**src/rtl/calc_pkg.sv**
```systemverilog
// calc_pkg: entry states, stage LED codes and op-code constants shared with the calculator
package calc_pkg;
  typedef enum logic [2:0] {ENTER_A, ENTER_B, ENTER_OP, ISSUE, HOLD} entry_st_t;
  localparam logic [1:0] STG_A = 2'd0;
  localparam logic [1:0] STG_B = 2'd1;
  localparam logic [1:0] STG_OP = 2'd2;
  localparam logic [1:0] STG_HOLD = 2'd3;
  localparam int OP_ADD = 0;
  localparam int OP_SUB = 1;
  localparam int OP_AND = 2;
  localparam int OP_OR = 3;
  localparam int OP_XOR = 4;
  localparam int OP_NOT = 5;
  localparam int OP_SHL = 6;
  localparam int OP_SHR = 7;
  localparam int OP_MUL = 8;
  localparam int OP_CMP = 9;
  localparam int NUM_OPS_DEF = 10;
  function automatic logic [1:0] stage_of(entry_st_t s);
    return s == ENTER_A ? STG_A : s == ENTER_B ? STG_B : s == ENTER_OP ? STG_OP : STG_HOLD;
  endfunction
endpackage

```
**src/rtl/calc_btn_debounce.sv**
```systemverilog
// calc_btn_debounce: 2-FF synchronizer, stability filter and rising-edge press pulse
// Ports: clk, rst (async active-low), i_btn raw button, o_press one-cycle pulse per accepted press.
module calc_btn_debounce #(
  parameter int DEBOUNCE_CYCLES = 16
) (
  input  logic clk,
  input  logic rst,
  input  logic i_btn,
  output logic o_press
);
  localparam int CW = $clog2(DEBOUNCE_CYCLES + 1);
  localparam logic [CW-1:0] LP_LAST = CW'(DEBOUNCE_CYCLES - 1);
  logic r_s1, r_s2, r_lvl, r_lvl_q;
  logic [CW-1:0] r_cnt;
  logic w_diff, w_hit;
  assign w_diff = r_s2 ^ r_lvl;
  // the DEBOUNCE_CYCLES-th consecutive differing cycle flips the filtered level
  assign w_hit = w_diff && r_cnt == LP_LAST;
  always_ff @(posedge clk or negedge rst)
    if (!rst) begin
      r_s1 <= 1'b0;
      r_s2 <= 1'b0;
      r_lvl <= 1'b0;
      r_lvl_q <= 1'b0;
      r_cnt <= '0;
    end else begin
      r_s1 <= i_btn;
      r_s2 <= r_s1;
      r_lvl <= r_lvl ^ w_hit;
      r_lvl_q <= r_lvl;
      r_cnt <= (w_diff && !w_hit) ? r_cnt + 1'b1 : '0;
    end
  assign o_press = r_lvl & ~r_lvl_q;
endmodule

```
**src/rtl/calc_operand_loader.sv**
```systemverilog
// calc_operand_loader: debounced button entry FSM capturing operand A, operand B and op select
// Ports: clk, rst (async active-low), sw raw switches, btn_next/btn_clear raw buttons,
// A/B/sel registered operands, issue one-cycle strobe, stage LED code, op_err sticky illegal-op flag.
module calc_operand_loader
  import calc_pkg::*;
#(
  parameter int WIDTH = 4,
  parameter int DEBOUNCE_CYCLES = 16,
  parameter int NUM_OPS = NUM_OPS_DEF
) (
  input  logic             clk,
  input  logic             rst,
  input  logic [WIDTH-1:0] sw,
  input  logic             btn_next,
  input  logic             btn_clear,
  output logic [WIDTH-1:0] A,
  output logic [WIDTH-1:0] B,
  output logic [WIDTH-1:0] sel,
  output logic             issue,
  output logic [1:0]       stage,
  output logic             op_err
);
  localparam logic [WIDTH:0] LP_NOPS = NUM_OPS[WIDTH:0];
  entry_st_t r_st, w_st;
  logic [WIDTH-1:0] r_sw1, r_sw2, r_a, r_b, r_sel, w_a, w_b, w_sel;
  logic r_err, w_err, w_np, w_cp, w_legal;
  calc_btn_debounce #(.DEBOUNCE_CYCLES(DEBOUNCE_CYCLES)) u_next (
    .clk(clk), .rst(rst), .i_btn(btn_next), .o_press(w_np));
  calc_btn_debounce #(.DEBOUNCE_CYCLES(DEBOUNCE_CYCLES)) u_clear (
    .clk(clk), .rst(rst), .i_btn(btn_clear), .o_press(w_cp));
  assign w_legal = {1'b0, r_sw2} < LP_NOPS;
  always_ff @(posedge clk or negedge rst)
    if (!rst) begin
      r_sw1 <= '0;
      r_sw2 <= '0;
      r_st <= ENTER_A;
      r_a <= '0;
      r_b <= '0;
      r_sel <= '0;
      r_err <= 1'b0;
    end else begin
      r_sw1 <= sw;
      r_sw2 <= r_sw1;
      r_st <= w_st;
      r_a <= w_a;
      r_b <= w_b;
      r_sel <= w_sel;
      r_err <= w_err;
    end
  // clear takes priority over a coincident next press, which is then dropped
  always_comb begin
    w_st = r_st;
    w_a = r_a;
    w_b = r_b;
    w_sel = r_sel;
    w_err = r_err;
    if (w_cp) begin
      w_st = ENTER_A;
      w_a = '0;
      w_b = '0;
      w_sel = '0;
      w_err = 1'b0;
    end else if (w_np || r_st == ISSUE) begin
      case (r_st)
        ENTER_A: begin
          w_a = r_sw2;
          w_err = 1'b0;
          w_st = ENTER_B;
        end
        ENTER_B: begin
          w_b = r_sw2;
          w_err = 1'b0;
          w_st = ENTER_OP;
        end
        ENTER_OP: begin
          w_sel = w_legal ? r_sw2 : r_sel;
          w_err = !w_legal;
          w_st = w_legal ? ISSUE : ENTER_OP;
        end
        ISSUE: w_st = HOLD;
        HOLD: begin
          w_err = 1'b0;
          w_st = ENTER_A;
        end
        default: w_st = ENTER_A;
      endcase
    end
  end
  assign A = r_a;
  assign B = r_b;
  assign sel = r_sel;
  assign op_err = r_err;
  assign issue = r_st == ISSUE;
  assign stage = stage_of(r_st);
endmodule

```
**config.mk**
```make
export PLATFORM = sky130hd
export DESIGN_NAME = calc_operand_loader
export DESIGN_NICKNAME = d
export VERILOG_FILES = /design/src/rtl/calc_pkg.sv /design/src/rtl/calc_btn_debounce.sv /design/src/rtl/calc_operand_loader.sv
export SDC_FILE = /design/constraint.sdc
export NUM_CORES = 1
export LEC_CHECK = 0
export CORE_MARGIN = 4
export CORE_UTILIZATION = 50
export CTS_BUF_LIST = sky130_fd_sc_hd__clkbuf_2
export CTS_CLUSTER_SIZE = 10
export DETAILED_ROUTE_END_ITERATION = 6
export PLACE_DENSITY_LB_ADDON = 0.12
export SLEW_MARGIN = 20
export SYNTH_ARGS = -nofsm -noshare
export SYNTH_HDL_FRONTEND = slang
export SYNTH_SLANG_ARGS = --single-unit
```
**constraint.sdc**
```tcl
create_clock -name clk -period 2.74 [get_ports clk]
set_clock_uncertainty 0.2 [all_clocks]
set_input_delay 0.411 -clock clk [delete_from_list [all_inputs] [get_ports clk]]
set_output_delay 0.411 -clock clk [all_outputs]
set_load 0.02 [all_outputs]
```
==> flow_summary.ini, run 1 <==
[job]
drv_cap = 0

[critical_path]
r2r-end = B[0]$_DFFE_PN0P_
ff2ff_setup_slack_ns = 0.92
r2r_cells = 4
rr_startpoint = r_st[2]$_DFFE_PN0P_
required_ns = 2.13
cp-start-kind = flop
arrival_ns = 1.81
worstSetupPathType = reg -> out
endpoint_kind = primary output
worstPathMaxFanout = 8

[route]
drt_iter0_markers = 69
detailedRoute.firstPassIterationCount = 4
vias_per_cell = 4.83
num_vias = 976
antenna_left = 0
routed_wl_mm = 2.56
drc = 0
wire_per_inst_um = 12.7

[clocking]
cts_made_buffers = 5
cts_tree = built
clkTransAtPathRegs_ns = 0.19
h-tree-depth = 2
clk_latency_ns = 0.37
cts.sink_count = 42
cts_root_buffer = clkbuf_2
holdBufCountCts = 1
clockBufferDepth = 2
post_cts_buffers = 0
ctsResizeCount = 0

[sta]
setup_viol = 0
post-route-min-period_ns = 2.42
hold_violations = 0
relSlewSlack_pct = 40.9
rsz0062_at_grt = false
slew_viol_final = 0
fmax_ghz = 0.413
setup_tns_ns = 0
finalCritPeriodShare_pct = 88.3
worstMarginPinSlew_ns = 0.886

[yosys]
synth_top_area_cell = dfrtp_1
syn-num-nets = 141
ys_types = 26
yosys-top-cells-area = dfrtp_1 (65%), mux2i_1 (7.4%), nor2_1 (6.0%), ha_1 (3.1%), xor2_1 (2.2%)
netlist_top_cells_count = dfrtp_1 (42), nor2_1 (26), mux2i_1 (12)
synthCells = 129
synth_area_mm2 = 0.00162
synthFlopType = dfrtp_1
synth_top_area_share_pct = 65.1
async_reset_ff_share_pct = 100
synth_edf_count = 0
synthMostInstantiatedCell = dfrtp_1
ys_ff_latch = 42
ys_warn_count = 0
avgSynthCellArea_um2 = 12.5
yosysSeqAreaShare_pct = 65.1

[outcome]
status = complete, no violations

[floorplanning]
start_util_pct = 52.5
fp.dieH_um = 64.8
ios = 24
die_area_mm2 = 0.00420
core_mm2 = 0.00308
die_w_um = 64.8
num_rows = 20

[worst_hold_path]
min_path_type = reg -> reg
worstHoldEndpoint = r_sw2[0]$_DFF_PN0_
hold_depth = 0
min_from = r_sw1[0]$_DFF_PN0_

[grt]
grt-ovfl-total = 0
grt_max_degree = 43
grt_pass1_wl_mm = 4.44
grt_antenna_before_repair = 0
track_usage_pct = 14.0
grt_pass1_vias = 978

[finish]
register_area_mm2 = 0.00105
area_growth_pct = 21.4
final_nets = 169
drive_gt1_share_pct = 10.1
fill_cells = 259
multi_input_area_um2 = 524
n_antenna_cell = 0

[pwr]
p_switching_uw = 219
seq_power_share_pct = 63.2
pwr_density_cell_mw_per_mm2 = 525
pwr-share-clk_pct = 32.3
pwr-share-comb_pct = 4.4
power_leakage_nw = 0.989
intPower_uw = 810
finalPower_mw = 1.03
swShare_pct = 21.3
ir_worst_vdd_v = 0.000370

[place]
gp_congestion = 0.791
port_buffers = 23
hpwl_mm = 1.78
## power by group through the flow
stage                     registers, mW  logic (mW)  clock network (mW)
after floorplan                   0.658      0.0199                   0
after global placement            0.661      0.0442                   0
after detailed placement          0.662      0.0455                   0
after CTS                         0.651      0.0470               0.349
after global routing              0.653      0.0534               0.380
final                             0.651      0.0455               0.332
## worst max-delay path by stage
stage	start	endpoint	slack, ns	depth (start not counted)
floorplan	r_st[2]$_DFFE_PN0P_	B[0]$_DFFE_PN0P_	1.02	5
global placement	r_st[0]$_DFFE_PN0P_	issue	0.81	3
detailed placement	r_st[0]$_DFFE_PN0P_	issue	0.75	3
CTS	r_st[0]$_DFFE_PN0P_	issue	0.29	3
global route	r_st[0]$_DFFE_PN0P_	issue	0.20	3
finish	r_st[0]$_DFFE_PN0P_	issue	0.32	3
## routing by layer
layer	share of wire [%]	routed length [um]	track usage, %
met5	0	0	0
met4	1.3	32	4.75
met1	47	1200	17.1
met2	47	1210	22.2
met3	4.5	114	6.07
## through the flow
step           setup WS (ns)  hold WS (ns)  instance area (um^2)  util [%]  instances
2_1_floorplan           1.02       -0.0846                  1620         -        129
5_1_grt                0.197         0.169                  1960      63.7        202
3_3_place_gp           0.815         0.133                  1890      61.3        193
6_report               0.321         0.175                  1960      63.7        202
3_5_place_dp           0.750         0.136                  1890      61.3        193
4_1_cts                0.292         0.176                  1960      63.7        202
## critical path: stages, from the launching register on
cell	delay, ns
dfrtp_1	0.58
nand2_1	0.09
nor2_1	0.15
clkdlybuf4s50_1	0.63
## logic make-up (layout without fill, tap and decap cells)
| logic type | Yosys count | after routing | synth area share [%] |
|---|---|---|---|
| multiplexers | 14 | 14 | 8.83 |
| adder cells (fa/ha/maj) | 4 | 4 | 3.10 |
| buffers and inverters | 10 | 39 | 2.48 |
| AO/OA/AOI/OAI | 7 | 7 | 2.40 |
| flip-flops | 42 | 42 | 65.1 |
| AND/OR/NAND/NOR | 46 | 46 | 14.9 |
| XOR/XNOR | 6 | 6 | 3.25 |
## final cells by class
type / count / share of cell area, %
Multi-Input combinational cell: 77 / 26.7
Timing Repair Buffer: 25 / 12.4
Inverter: 6 / 1.15
Clock inverter: 3 / 2.04
Tap cell: 44 / 2.81
Clock buffer: 5 / 1.28
Sequential cell: 42 / 53.6
## placed cells by master, fill, tap and decap left out
cell / Yosys / layout
bufinv_16: 0 / 1
o21ai_0: 2 / 2
a211oi_1: 1 / 1
nand3_1: 3 / 3
nor2_1: 26 / 26
buf_4: 0 / 1
or3_1: 1 / 1
a31oi_1: 1 / 1
xor2_1: 4 / 4
mux2_2: 2 / 2
buf_2: 2 / 1
nor2b_1: 1 / 1
nor3_1: 1 / 1
xnor2_1: 2 / 2
nand2_1: 3 / 3
and2_1: 1 / 1
dfrtp_1: 42 / 42
inv_1: 6 / 6
clkbuf_2: 0 / 5
nor3_4: 1 / 1
clkdlybuf4s50_1: 0 / 22
or2_2: 1 / 1
nand2b_1: 4 / 4
ha_1: 4 / 4
clkinv_2: 0 / 2
dlygate4sd3_1: 0 / 1
nor4b_4: 1 / 1
a21oi_1: 3 / 3
and3_1: 2 / 2
or2_4: 1 / 1
mux2i_1: 12 / 12
## state kept, by name, summed over array words and instances, names as in the netlist, 3 cells and up, named ones only
| register | flops |
|---|---|
| u_clear.r_cnt | 5 |
| u_next.r_cnt | 5 |
| A | 4 |
| B | 4 |
| r_sw1 | 4 |
| r_sw2 | 4 |
| sel | 4 |
| r_st | 3 |
(Power assumes the default switching activity.)
==> run 2: changes to the inputs <==
--- a/config.mk
+++ b/config.mk
@@ -5,12 +5,15 @@
 export SDC_FILE = /design/constraint.sdc
 export NUM_CORES = 1
 export LEC_CHECK = 0
+export CELL_PAD_IN_SITES_DETAIL_PLACEMENT = 0
+export CELL_PAD_IN_SITES_GLOBAL_PLACEMENT = 1
 export CORE_MARGIN = 4
-export CORE_UTILIZATION = 50
+export CORE_UTILIZATION = 48
 export CTS_BUF_LIST = sky130_fd_sc_hd__clkbuf_2
 export CTS_CLUSTER_SIZE = 10
 export DETAILED_ROUTE_END_ITERATION = 6
 export PLACE_DENSITY_LB_ADDON = 0.12
+export RECOVER_POWER = 25
 export SLEW_MARGIN = 20
 export SYNTH_ARGS = -nofsm -noshare
 export SYNTH_HDL_FRONTEND = slang
==> flow_summary.ini, run 2 (same netlist as run 1, synthesis figures left out) <==
[finish]
layout_commonest_cell = dfrtp_1
final_nets = 169
area_growth_pct = 21.5
mostFrequentLayoutCells = dfrtp_1 (42), nor2_1 (26), clkdlybuf4s50_1 (16)
largestRegisters = u_clear.r_cnt x5, u_next.r_cnt x5
fill_cells = 260
n_antenna_cell = 0
drive_gt1_share_pct = 10.1
utilization_pct = 62.8

[floorplanning]
fp.dieH_um = 66.0
die_area_mm2 = 0.00436
core_mm2 = 0.00313
num_rows = 20
die_w_um = 66.0
ios = 24
start_util_pct = 51.6

[route]
drc = 0
antenna_left = 0
wire_per_inst_um = 13.6
detailedRoute.firstPassIterationCount = 4
vias_per_cell = 4.78
num_vias = 966
routed_wl_mm = 2.74
drt_iter0_markers = 46

[clocking]
ctsResizeCount = 0
clockBufferDepth = 2
clk_latency_ns = 0.37
cts_made_buffers = 5
clkTransAtPathRegs_ns = 0.20
h-tree-depth = 2
cts_tree = built
cts.sink_count = 42
cts_root_buffer = clkbuf_2

[sta]
rsz0062_at_grt = false
hold_violations = 0
setup_tns_ns = 0
worstMarginPinSlew_ns = 1.00
slew_viol_final = 0
fin_ws_ns = 0.361
setup_viol = 0
relSlewSlack_pct = 33.2
post-route-min-period_ns = 2.38
finalCritPeriodShare_pct = 86.8
fmax_ghz = 0.420

[pwr]
pwr_density_cell_mw_per_mm2 = 531
power_leakage_nw = 0.986
finalPower_mw = 1.04
ir_worst_vdd_v = 0.000301

[grt]
grt_pass1_vias = 1026
track_usage_pct = 15.0
grt_max_degree = 43
grt-ovfl-total = 0
grt_pass1_wl_mm = 4.89
grt_antenna_before_repair = 0

[critical_path]
endpoint_kind = primary output
arrival_ns = 1.77
worstSetupPathType = reg -> out
worstPathMaxFanout = 8
required_ns = 2.13
cp-start-kind = flop

[job]
drv_cap = 0

[worst_hold_path]
min_path_type = reg -> reg

[place]
hpwl_mm = 1.95
pre_cts_ws_ns = 0.780
port_buffers = 23
gp_congestion = 0.750

[outcome]
status = complete, no violations
-- run 2: routing by layer --
layer / track usage, % / routed length, um / vias to the layer above
met3: 4.93 / 167 / 2
met1: 20.3 / 1320 / 458
met4: 5.08 / 19 / 0
li1: - / - / 477
met2: 22.7 / 1240 / 29
met5: 0 / 0 / -
-- run 2: stage by stage --
stage | instance area [um^2] | hold WS (ns) | instances
final | 1960 | 0.179 | 202
after global routing | 1960 | 0.191 | 202
after CTS | 1960 | 0.179 | 202
after detailed placement | 1890 | 0.135 | 193
after global placement | 1890 | 0.134 | 193
after floorplan | 1620 | -0.0846 | 129
-- run 2: area by class of cell --
class	count	area, um^2	share of cell area, %
multi-input combinational	77	524	26.7
clock inverter	2	37.5	1.91
timing repair buffer	25	243	12.4
inverter	6	22.5	1.15
sequential	42	1050	53.5
clock buffer	6	30.0	1.53
tap	44	55.1	2.80
-- run 2: final timing paths --
path	cells past startpoint	slack, ns	end	startpoint
setup / recovery	3	0.36	issue	r_st[0]$_DFFE_PN0P_
hold / removal	0	0.18	u_clear.r_s2$_DFF_PN0_	u_clear.r_s1$_DFF_PN0_
setup reg to reg	4	0.93	B[1]$_DFFE_PN0P_	r_st[2]$_DFFE_PN0P_
hold reg to reg	0	0.18	u_clear.r_s2$_DFF_PN0_	u_clear.r_s1$_DFF_PN0_
max in group asynchronous	2	1.22	r_st[0]$_DFFE_PN0P_	rst
min in group asynchronous	2	0.51	A[2]$_DFFE_PN0P_	rst
-- run 2: power breakdown --
| group | total (mW) | switching (mW) | leakage (nW) | internal (mW) |
|---|---|---|---|---|
| logic | 0.0438 | 0.0250 | 0.393 | 0.0188 |
| registers | 0.651 | 0.0128 | 0.554 | 0.638 |
| clock network | 0.348 | 0.190 | 0.0392 | 0.158 |
-- run 2: timing repair --
item,CTS,global route
hold buffers,1,0
endpoints found under the setup margin,0,0
setup buffers,0,0
hold endpoints to repair,42,0
-- run 2: worst max-delay path, cell delays in order (launching register included) --
cell and delay [ns]:
dfrtp_1 0.57, nand2_1 0.09, nor2_1 0.13, clkdlybuf4s50_1 0.62
==> run 3: changes to the inputs <==
--- a/config.mk
+++ b/config.mk
@@ -5,7 +5,7 @@
 export SDC_FILE = /design/constraint.sdc
 export NUM_CORES = 1
 export LEC_CHECK = 0
-export CELL_PAD_IN_SITES_DETAIL_PLACEMENT = 0
+export CELL_PAD_IN_SITES_DETAIL_PLACEMENT = 1
 export CELL_PAD_IN_SITES_GLOBAL_PLACEMENT = 1
 export CORE_MARGIN = 4
 export CORE_UTILIZATION = 48
==> flow_summary.ini, run 3 (same netlist as run 1, synthesis figures left out) <==
[place]
dpl.cell_count = 193
port_buffers = 23
hpwl_mm = 2.17
gp_congestion = 0.750

[sta]
finalCritPeriodShare_pct = 90.0
hold_violations = 0
rsz0062_at_grt = false
post-route-min-period_ns = 2.47
setup_viol = 0
worstMarginPinSlew_ns = 0.995
setup_tns_ns = 0
fmax_ghz = 0.405
slew_viol_final = 0
relSlewSlack_pct = 33.7

[route]
vias_per_cell = 4.93
num_vias = 996
drt_iter0_markers = 38
detailedRoute.firstPassIterationCount = 4
wire_per_inst_um = 15.1
drc = 0
routed_wl_mm = 3.05
antenna_left = 0

[grt]
grt_pass1_vias = 1109
grt-ovfl-total = 0
track_usage_pct = 16.6
grt_max_degree = 43
grt_antenna_before_repair = 0
grt_pass1_wl_mm = 5.29

[critical_path]
worstSetupPathType = reg -> out
cp-start-kind = flop
rr_startpoint = r_st[0]$_DFFE_PN0P_
r2r-end = sel[3]$_DFFE_PN0P_
r2r_cells = 4
worstPathMaxFanout = 8
arrival_ns = 1.86
endpoint_kind = primary output
required_ns = 2.13
ff2ff_setup_slack_ns = 0.90

[finish]
final_nets = 169
mostFrequentLayoutCells = dfrtp_1 (42), nor2_1 (26), clkdlybuf4s50_1 (16)
area_growth_pct = 21.5
stdcell_count = 202
n_antenna_cell = 0
drive_gt1_share_pct = 10.1
fill_cells = 318
layout_commonest_cell = dfrtp_1
largestRegisters = u_clear.r_cnt x5, u_next.r_cnt x5

[pwr]
pwr_density_cell_mw_per_mm2 = 537
power_leakage_nw = 0.986
ir_worst_vdd_v = 0.000350

[clocking]
holdBufCountCts = 1
clkTransAtPathRegs_ns = 0.21
ctsResizeCount = 0
h-tree-depth = 2
cts.sink_count = 42
post_cts_buffers = 0
cts_tree = built
clk_latency_ns = 0.41
cts_root_buffer = clkbuf_2
clockBufferDepth = 2
cts_made_buffers = 5

[floorplanning]
die_w_um = 66.0
num_rows = 20
start_util_pct = 51.6
core_mm2 = 0.00313
die_area_mm2 = 0.00436
fp.dieH_um = 66.0
ios = 24

[worst_hold_path]
worstHoldEndpoint = u_clear.r_s2$_DFF_PN0_
hold_depth = 0
min_path_type = reg -> reg
min_from = u_clear.r_s1$_DFF_PN0_

[outcome]
status = complete, no violations

[job]
drv_cap = 0
run 3: cell counts in the layout (fill, tap and decap cells not counted):
No cell type changed its count.
run 3: layout make-up:
| class | count | area [um^2] | share of cell area [%] |
|---|---|---|---|
| clock inverters | 2 | 37.5 | 1.91 |
| flip-flops and latches | 42 | 1050 | 53.5 |
| clock buffers | 6 | 30.0 | 1.53 |
| repair buffers | 25 | 243 | 12.4 |
| multi-input cells | 77 | 524 | 26.7 |
| inverters | 6 | 22.5 | 1.15 |
| well taps | 44 | 55.1 | 2.80 |
run 3: worst max-delay path: stages (launching register included):
cell             delay (ns)
dfrtp_1                0.59
nand2_1                0.11
nor2_1                 0.13
clkdlybuf4s50_1        0.63
run 3: power breakdown:
part,total (mW),internal [mW],switching [mW]
Combinational,0.0450,0.0189,0.0261
Clock,0.358,0.158,0.200
Sequential,0.652,0.638,0.0137
run 3: metrics by stage:
step	area, um^2	setup WS, ns	hold WS [ns]	power (mW)	utilization (%)
after floorplan	1620	1.02	-0.0846	0.678	-
after global placement	1890	0.807	0.134	0.706	60.3
after detailed placement	1890	0.745	0.137	0.709	60.3
after CTS	1960	0.248	0.183	1.07	62.8
after global routing	1960	0.187	0.193	1.11	62.8
final	1960	0.274	0.182	1.05	62.8
run 3: per-layer routing:
metal  routed length (um)  vias up  global-route usage [%]
li1                     -      474                       -
met1                 1410      494                    21.1
met2                 1450       20                    26.2
met3                  124        8                    4.59
met4                   65        0                    8.38
met5                    0        -                       0
run 3: how the worst max path moves through the flow:
stage,startpoint,to,slack (ns),cells after the start
floorplan,r_st[2]$_DFFE_PN0P_,B[0]$_DFFE_PN0P_,1.02,5
global placement,r_st[0]$_DFFE_PN0P_,issue,0.81,3
detailed placement,r_st[0]$_DFFE_PN0P_,issue,0.74,3
CTS,r_st[0]$_DFFE_PN0P_,issue,0.25,3
global route,r_st[0]$_DFFE_PN0P_,issue,0.19,3
finish,r_st[0]$_DFFE_PN0P_,issue,0.27,3
